===== src/rtl/alu_seq.sv =====
// alu_seq: W-bit multi-cycle ALU with valid/ready handshake on both sides and a held {V,N,Z} status word.
// Build macro ALU_SEQ_MUL_EN adds the iterative shift-add multiplier; without it op 111 reports unsupported.
module alu_seq #(
  parameter int W   = 16,
  parameter int SHW = $clog2(W)
) (
  input  logic         clk,
  input  logic         reset,
  input  logic         in_valid,
  output logic         in_ready,
  input  logic [2:0]   op,
  input  logic [W-1:0] ain,
  input  logic [W-1:0] bin,
  output logic         out_valid,
  input  logic         out_ready,
  output logic [W-1:0] out,
  output logic [2:0]   status,
  output logic         busy,
  output logic [1:0]   o_state
);

  // Handshake: a transfer happens on either side only in a cycle where valid and ready are both high
  // at the rising edge; a source must hold its payload stable until that cycle.
  typedef enum logic [1:0] {
    S_IDLE = 2'd0,
    S_BUSY = 2'd1,
    S_HOLD = 2'd2
  } state_t;

  localparam logic [2:0] OP_ADD = 3'b000;
  localparam logic [2:0] OP_SUB = 3'b001;
  localparam logic [2:0] OP_AND = 3'b010;
  localparam logic [2:0] OP_NOT = 3'b011;
  localparam logic [2:0] OP_LSL = 3'b100;
  localparam logic [2:0] OP_LSR = 3'b101;
  localparam logic [2:0] OP_ASR = 3'b110;

  state_t       r_state;
  state_t       w_next;
  logic         w_accept;
  logic         w_to_busy;
  logic         w_mul_done;
  logic [W-1:0] w_b_eff;
  logic [W-1:0] w_sum;
  logic [SHW-1:0] w_sh;
  logic [W-1:0] w_res;
  logic         w_v;

  assign w_accept = in_valid & in_ready;

`ifdef ALU_SEQ_MUL_EN
  localparam logic [SHW:0] CNT_LAST = W[SHW:0];

  logic [2*W-1:0] r_acc;
  logic [2*W-1:0] r_mcand;
  logic [W-1:0]   r_mplier;
  logic [SHW:0]   r_cnt;

  assign w_to_busy  = w_accept & (op == 3'b111);
  assign w_mul_done = (r_state == S_BUSY) & (r_cnt == CNT_LAST);

  // One shift-add step per cycle; after W steps r_acc holds the full product.
  always_ff @(posedge clk) begin
    if (reset) begin
      r_acc    <= '0;
      r_mcand  <= '0;
      r_mplier <= '0;
      r_cnt    <= '0;
    end else if (w_to_busy) begin
      r_acc    <= '0;
      r_mcand  <= {{W{1'b0}}, ain};
      r_mplier <= bin;
      r_cnt    <= '0;
    end else if (r_state == S_BUSY && r_cnt != CNT_LAST) begin
      if (r_mplier[0]) r_acc <= r_acc + r_mcand;
      r_mcand  <= r_mcand << 1;
      r_mplier <= r_mplier >> 1;
      r_cnt    <= r_cnt + 1'b1;
    end
  end
`else
  assign w_to_busy  = 1'b0;
  assign w_mul_done = 1'b0;
`endif

  // Single-cycle datapath; SUB is ain + ~bin + 1 so op[0] doubles as the invert/carry-in select.
  always_comb begin
    w_b_eff = op[0] ? ~bin : bin;
    w_sum   = ain + w_b_eff + {{(W-1){1'b0}}, op[0]};
    w_sh    = bin[SHW-1:0];
    w_res   = '0;
    w_v     = 1'b0;
    case (op)
      OP_ADD, OP_SUB: begin
        w_res = w_sum;
        w_v   = (ain[W-1] == w_b_eff[W-1]) && (w_sum[W-1] != ain[W-1]);
      end
      OP_AND: w_res = ain & bin;
      OP_NOT: w_res = ~bin;
      OP_LSL: w_res = ain << w_sh;
      OP_LSR: w_res = ain >> w_sh;
      OP_ASR: w_res = $signed(ain) >>> w_sh;
      default: begin
`ifdef ALU_SEQ_MUL_EN
        w_res = '0;
        w_v   = 1'b0;
`else
        w_res = '0;
        w_v   = 1'b1;
`endif
      end
    endcase
  end

  always_ff @(posedge clk) begin
    if (reset) r_state <= S_IDLE;
    else       r_state <= w_next;
  end

  always_comb begin
    w_next = r_state;
    case (r_state)
      S_IDLE: if (w_accept) w_next = w_to_busy ? S_BUSY : S_HOLD;
      S_BUSY: if (w_mul_done) w_next = S_HOLD;
      S_HOLD: begin
        if (w_accept)       w_next = w_to_busy ? S_BUSY : S_HOLD;
        else if (out_ready) w_next = S_IDLE;
      end
      default: w_next = S_IDLE;
    endcase
  end

  always_comb begin
    out_valid = (r_state == S_HOLD);
    in_ready  = !reset && (r_state != S_BUSY) && (!out_valid || out_ready);
    o_state   = r_state;
`ifdef ALU_SEQ_MUL_EN
    busy      = (r_state == S_BUSY) && (r_cnt != '0);
`else
    busy      = 1'b0;
`endif
  end

  // out/status change only on commit, so status stays valid for branch logic after consumption.
  always_ff @(posedge clk) begin
    if (reset) begin
      out    <= '0;
      status <= 3'b000;
    end else if (w_accept && !w_to_busy) begin
      out    <= w_res;
      status <= {w_v, w_res[W-1], (w_res == '0)};
    end
`ifdef ALU_SEQ_MUL_EN
    else if (w_mul_done) begin
      out    <= r_acc[W-1:0];
      status <= {(r_acc[2*W-1:W] != '0), r_acc[W-1], (r_acc[W-1:0] == '0)};
    end
`endif
  end

endmodule

===== config.mk =====
export PLATFORM = sky130hd
export DESIGN_NAME = alu_seq
export DESIGN_NICKNAME = d
export VERILOG_FILES = /design/src/rtl/alu_seq.sv
export SDC_FILE = /design/constraint.sdc
export NUM_CORES = 1
export LEC_CHECK = 0
export ABC_AREA = 1
export CAP_MARGIN = 15
export CORE_MARGIN = 1
export CORE_UTILIZATION = 35
export CTS_BUF_LIST = sky130_fd_sc_hd__clkbuf_4 sky130_fd_sc_hd__clkbuf_8
export CTS_CLUSTER_SIZE = 40
export DETAILED_ROUTE_END_ITERATION = 6
export HOLD_SLACK_MARGIN = 0.06
export SYNTH_ARGS = -nofsm -noshare
export SYNTH_HDL_FRONTEND = slang
export SYNTH_SLANG_ARGS = --single-unit
export TNS_END_PERCENT = 5

===== constraint.sdc =====
create_clock -name clk -period 4 [get_ports clk]
set_input_delay 0.8 -clock clk [delete_from_list [all_inputs] [get_ports clk]]
set_output_delay 0.8 -clock clk [all_outputs]
set_load 0.03 [all_outputs]

---- Word-level counts from Yosys, hierarchy flattened ----
Cells that the tools add are included.
word-level totals
  bits of input ports ..................... 39
  bits in writable memories ............... 0
  output and inout bits ................... 24
  memories ................................ 0
  ROM bits ................................ 0
  bits in latches ......................... 0
  logic and storage cells ................. 44
  register bits ........................... 21
operators by class
  bitwise logic cells ..................... 4
  magnitude comparators ................... 0
  reductions and logical operators ........ 12
  add/sub/neg operators ................... 2
  multiply operators ...................... 0
  shift operators ......................... 3
  multiplexer cells ....................... 7
  div/mod/pow operators ................... 0
  equal/unequal tests ..................... 13
operators with widths
  operator            number
  $pmux 16 s6         1
  $add 16x1->16       1
  $add 16x16->16      1
  $and 16x16->16      1
  $logic_not 16->1    1
  $mux 16             1
  $not 16->16         1
  $shl 16x4->16       1
  $shr 16x4->16       1
  $sshr 16x4->16      1
  $eq 3x3->1 const B  3
  $eq 3x2->1 const B  2
  $mux 2              3
  $pmux 2 s3          1
  $reduce_or 5->1     1
  $eq 3x1->1 const B  1
  $logic_and 1x1->1   3
  $logic_not 3->1     1
  $ne 3x1->1 const B  1
  $reduce_and 3->1    1
  $eq 2x1->1 const B  1
  $eq 2x2->1 const B  1
  $logic_not 1->1     2
  $logic_not 2->1     1
  other kinds (9)     9

---- Logic depth before layout (Yosys ltp) ----
  depth after elaboration ................. 7
  gate-level depth with buffers ........... 21

---- Least setup slack after synthesis ----
No wires, ideal clock.
  kind .................................... input-to-reg
  start point ............................. input port op[0]
  end point ............................... register status[0]
  stages on the path ...................... 16
  arrival ................................. 3.061 ns
  library setup time ...................... 0.064 ns
  path slack .............................. 0.875 ns
  buffers on the path ..................... 2
  path through ............................ buf_4 > buf_1 > xor2_1 > fa_1 > or2_2 > nand3_1 > nand3_1 > nor2_1 > nand2_1 > a21oi_2 > nand2_1 > nor2_1 > nand3_1 > nor2_1 > nor2_1 > nor2_1
between the ends
  longest elaborated chain between the ends .. 5
  elaborated cells on any way between the ends .. 13
RTL lines
  item                  line  source
  from (decl)           11    input logic [2:0] op,
  $mux 16               88    w_b_eff = op[0] ? ~bin : bin;
  $add 16x16->16        89    w_sum = ain + w_b_eff + {{(W-1){1'b0}}, op[0]};
  $add 16x1->16         89
  $pmux 16 s6 *         93    case (op)
  $logic_not 16->1 *    151   status <= {w_v, w_res[W-1], (w_res == '0)};
  to (signal assigned)  151
  to (decl)             17    output logic [2:0] status,
Every way passes the cells marked *; elsewhere a longest branch is shown, timed or not.
A chain may end at the register's enable or synchronous reset.

---- Worst setup path in the final report ----
Ends and elaborated chain as after synthesis.

==> impl_summary.md <==
STA
Timing would allow up to 0.299 GHz. Adding up every negative setup slack in the final design gives 0 ns. Hold is met by 0.469 ns. The final count of negative-setup-slack endpoints is 0. Dividing the final minimum period by the clock period gives 0.837. The final number of max-transition violations is 0.

Setup repair after global routing left no endpoint under its margin. Across the routed clock network, the largest skew measured is approximately 0.0011 ns. The final hold violation count is 0. After layout, the minimum clock period comes to 3.35 ns.

Detailed routing
In the routed layout, each cell is associated on average with a via count of 5.44. For this block, the initial DRC count from the detailed router was 330. The number of detailed-routing iterations run before antenna repair is 5. For this run, design rule violations remaining after detail routing come to 0. The final wirelength is 15200 microns. Detailed routing inserted a total of about 4900 vias. The remaining number of nets flagged by the antenna check after routing is 0. The per-cell routed wire length is 17.0 microns.

Floorplan
The die is 105 microns tall. The total area inside the core boundary comes to 10300 sq um. For this configuration, the core starts out at a cell density of 0.361. The floorplan has 37 rows. The floorplan step defined a die boundary enclosing about 11000 sq um. For this design the top-level I/O count stands at 63.

The x dimension of the die is 105 microns.

Placed design
During placement, the flow inserted port buffers numbering 60. The post-DP HPWL is roughly 13000 microns. The final estimated routing congestion in global placement is 0.940. In this run the cell area measured after placement is approximately 4400 sq um.

Flow run
Across the run, the number of max-cap violations was 0.

Synthesis
Of the synthesized area, sequential elements account for 0.102. The count of cell types in the netlist is 37. Of the post-synthesis cell area, the dominant cell type holds 0.245.

Synthesis inferred 19 register bits. The total number of yosys warnings is 0. The mapped netlist covers 3730 sq um. Dividing the synthesized area by the synthesized cell count gives 5.21 sq um. The gate count after technology mapping is 716. Summed over all instances, the cell type with the most area after synthesis is sky130_fd_sc_hd__nand2_1.

Ranked by total cell area, the synthesized netlist is headed by sky130_fd_sc_hd__nand2_1, sky130_fd_sc_hd__nand3_1, sky130_fd_sc_hd__dfxtp_1.

Critical path
The signal on the critical path passes through clkdlybuf4s50_1 > buf_12 > inv_2 > nand2_1 > nand2_1 > ha_1 > nand2_1 > nand2_1 > nand3b_1 > nand2_1 > nand2_1 > nand3_1 > nand2_1 > a21oi_1 > nand2_1 > nor2_1 > nand3_1 > nor2_1 > nor2_1 > nor2_1. The largest single stage delay on the critical path is 0.50 ns. The cell that appears most often on the critical path is sky130_fd_sc_hd__nand2_1. The slowest stage of the critical path belongs to the cell sky130_fd_sc_hd__clkdlybuf4s50_1.

The category of the most critical setup path is input pin to flop. The data required time of the critical path is about 4.2 ns. The endpoint type of the worst setup path is a flop. The highest fanout seen on the critical path is 23. Data arrives at the worst endpoint at between 3 and 4 ns. The element type at the critical path start is an input pin.

Clock network
CTS built an H-tree with a depth of 1. The count of cells resized by post-cts repair is 0. The later pin in the worst-skew pair is clocked with a latency of 0.26 ns. The CTS tree is yes. The number of setup buffers added after CTS is 0. The clock net in this run drives a total of 19 sinks. Clock-pin slew was measured on the worst setup and hold paths at approximately 0.07 ns. The clock buffer count from CTS is 3. The maximum buffer depth of the clock tree is 2.

The tree is rooted in a sky130_fd_sc_hd__clkbuf_8. For this design, the CTS-stage hold fixing added 0 buffers.

Power and ir drop
The largest voltage drop on the vdd net is between 0.0001 and 0.00015 V. The standby leakage power is 2.27 nW. The power density over cell area is roughly 220 nW/um^2.

Finish
In the layout the commonest cells are sky130_fd_sc_hd__nand2_1, sky130_fd_sc_hd__nand3_1, sky130_fd_sc_hd__clkdlybuf4s50_1. The final design area excluding fillers is 4460 sq um. The number of antenna diodes in the final layout is 0. The library cell used most frequently in the layout, excluding fill and tap cells, is sky130_fd_sc_hd__nand2_1.

In the final layout, the share of cells above drive strength 1 is 0.0527. The number of nets in the finished design is about 820. Relative to the synthesized area, the layout overhead comes to 19.6%. Measured on the finished design, the core utilization comes to 0.432.

Global routing
The number of global-route vias before repair was 4596. The wire length of the first global-routing pass is 24300 microns. The initial antenna violation count came to 0. The largest net degree at the start of global routing is 34.

The overflow left after global routing is 0. In the global route stage, overall resource usage came out at 0.279.

Run status
The run finished with clean final reports.

Min path
The class of the worst hold path is flop to flop.
## state kept, by name, summed over array words and instances (netlist names)
signal and count:
out 15, status 3, o_state 1
## final cells by class
cell class	instances	area [sq um]
Timing Repair Buffer	73	711
Sequential cell	19	380
Fill cell	1157	5870
Tap cell	136	170
Multi-Input combinational cell	604	2930
Inverter	59	221
Clock buffer	4	48.8
## metrics by stage
| stage | std cells | setup WS [ns] | total power [mW] |
|---|---|---|---|
| after floorplan | 717 | 0.875 | 0.622 |
| after global placement | 891 | 0.479 | 0.822 |
| after detailed placement | 891 | 0.435 | 0.823 |
| after CTS | 895 | 0.699 | 0.968 |
| after global routing | 895 | 0.508 | 1.05 |
| final | 895 | 0.653 | 0.975 |
## where the power goes
group	leakage (nW)	switching, mW	internal [mW]
clock	0.0262	0.0680	0.0778
sequential	0.156	0.00904	0.204
combinational	2.09	0.399	0.217
## synthesized netlist by cell type
cell and n:
sky130_fd_sc_hd__or2_1 1, sky130_fd_sc_hd__buf_2 15, sky130_fd_sc_hd__buf_12 1, sky130_fd_sc_hd__nor2_1 58
sky130_fd_sc_hd__a21oi_1 32, sky130_fd_sc_hd__ha_1 15, sky130_fd_sc_hd__nand3b_1 5, sky130_fd_sc_hd__xnor2_1 1
sky130_fd_sc_hd__nor2_2 4, sky130_fd_sc_hd__o211ai_1 1, sky130_fd_sc_hd__and2_1 2, sky130_fd_sc_hd__nor3_1 3
sky130_fd_sc_hd__o22ai_1 1, sky130_fd_sc_hd__inv_1 55, sky130_fd_sc_hd__nand4_1 7, sky130_fd_sc_hd__conb_1 1
sky130_fd_sc_hd__buf_1 6, sky130_fd_sc_hd__o21ai_0 29, sky130_fd_sc_hd__o21ai_1 1, sky130_fd_sc_hd__nand2_4 4
sky130_fd_sc_hd__clkbuf_1 5, sky130_fd_sc_hd__a21oi_2 1, sky130_fd_sc_hd__nand2_2 2, sky130_fd_sc_hd__nand3_2 1
sky130_fd_sc_hd__buf_6 2, sky130_fd_sc_hd__xor2_1 14, sky130_fd_sc_hd__nand2_1 243, sky130_fd_sc_hd__or2_2 5
sky130_fd_sc_hd__a21boi_0 1, sky130_fd_sc_hd__a31oi_1 7, sky130_fd_sc_hd__dfxtp_1 19, sky130_fd_sc_hd__inv_2 4
sky130_fd_sc_hd__nand4_2 1, sky130_fd_sc_hd__buf_4 6, sky130_fd_sc_hd__o21ai_2 1, sky130_fd_sc_hd__nand3_1 161
sky130_fd_sc_hd__fa_1 1
## cell families (layout without fill, tap and decap cells)
| group | after synthesis | count (layout) | share of synthesized area |
|---|---|---|---|
| AO/OA/AOI/OAI | 74 | 74 | 0.105 |
| XOR/XNOR | 15 | 15 | 0.0352 |
| adder cells (fa/ha/maj) | 16 | 16 | 0.0557 |
| buffers and inverters | 94 | 136 | 0.114 |
| flip-flops | 19 | 19 | 0.102 |
| other | 1 | 2 | 0.00101 |
| AND/OR/NAND/NOR | 497 | 497 | 0.587 |
## path summary, 6_finish.rpt
kind	startpoint	endpoint	slack (ns)	depth (start not counted)
worst max-delay path	op[0]	status[0]	0.65	20
worst min-delay path	out[0]	out[0]	0.47	2
worst max register to register	o_state[1]	status[0]	2.45	10
worst min register to register	out[0]	out[0]	0.47	2
## worst max-delay path, delay by kind of cell
| family | cells | cell delay [ns] |
|---|---|---|
| compound gates | 1 | 0.27 |
| fa+ha+maj | 1 | 0.34 |
| buf+inv | 3 | 0.78 |
| simple gates | 15 | 1.36 |
## per-layer routing
metal | vias up | global-route usage | share of wire
met5 | - | 0 | 0
met4 | 0 | 0.0825 | 0.027
met3 | 26 | 0.0303 | 0.056
met2 | 165 | 0.474 | 0.46
met1 | 2240 | 0.370 | 0.46
li1 | 2441 | - | -
Note: power is estimated with default switching activity, not from simulation.
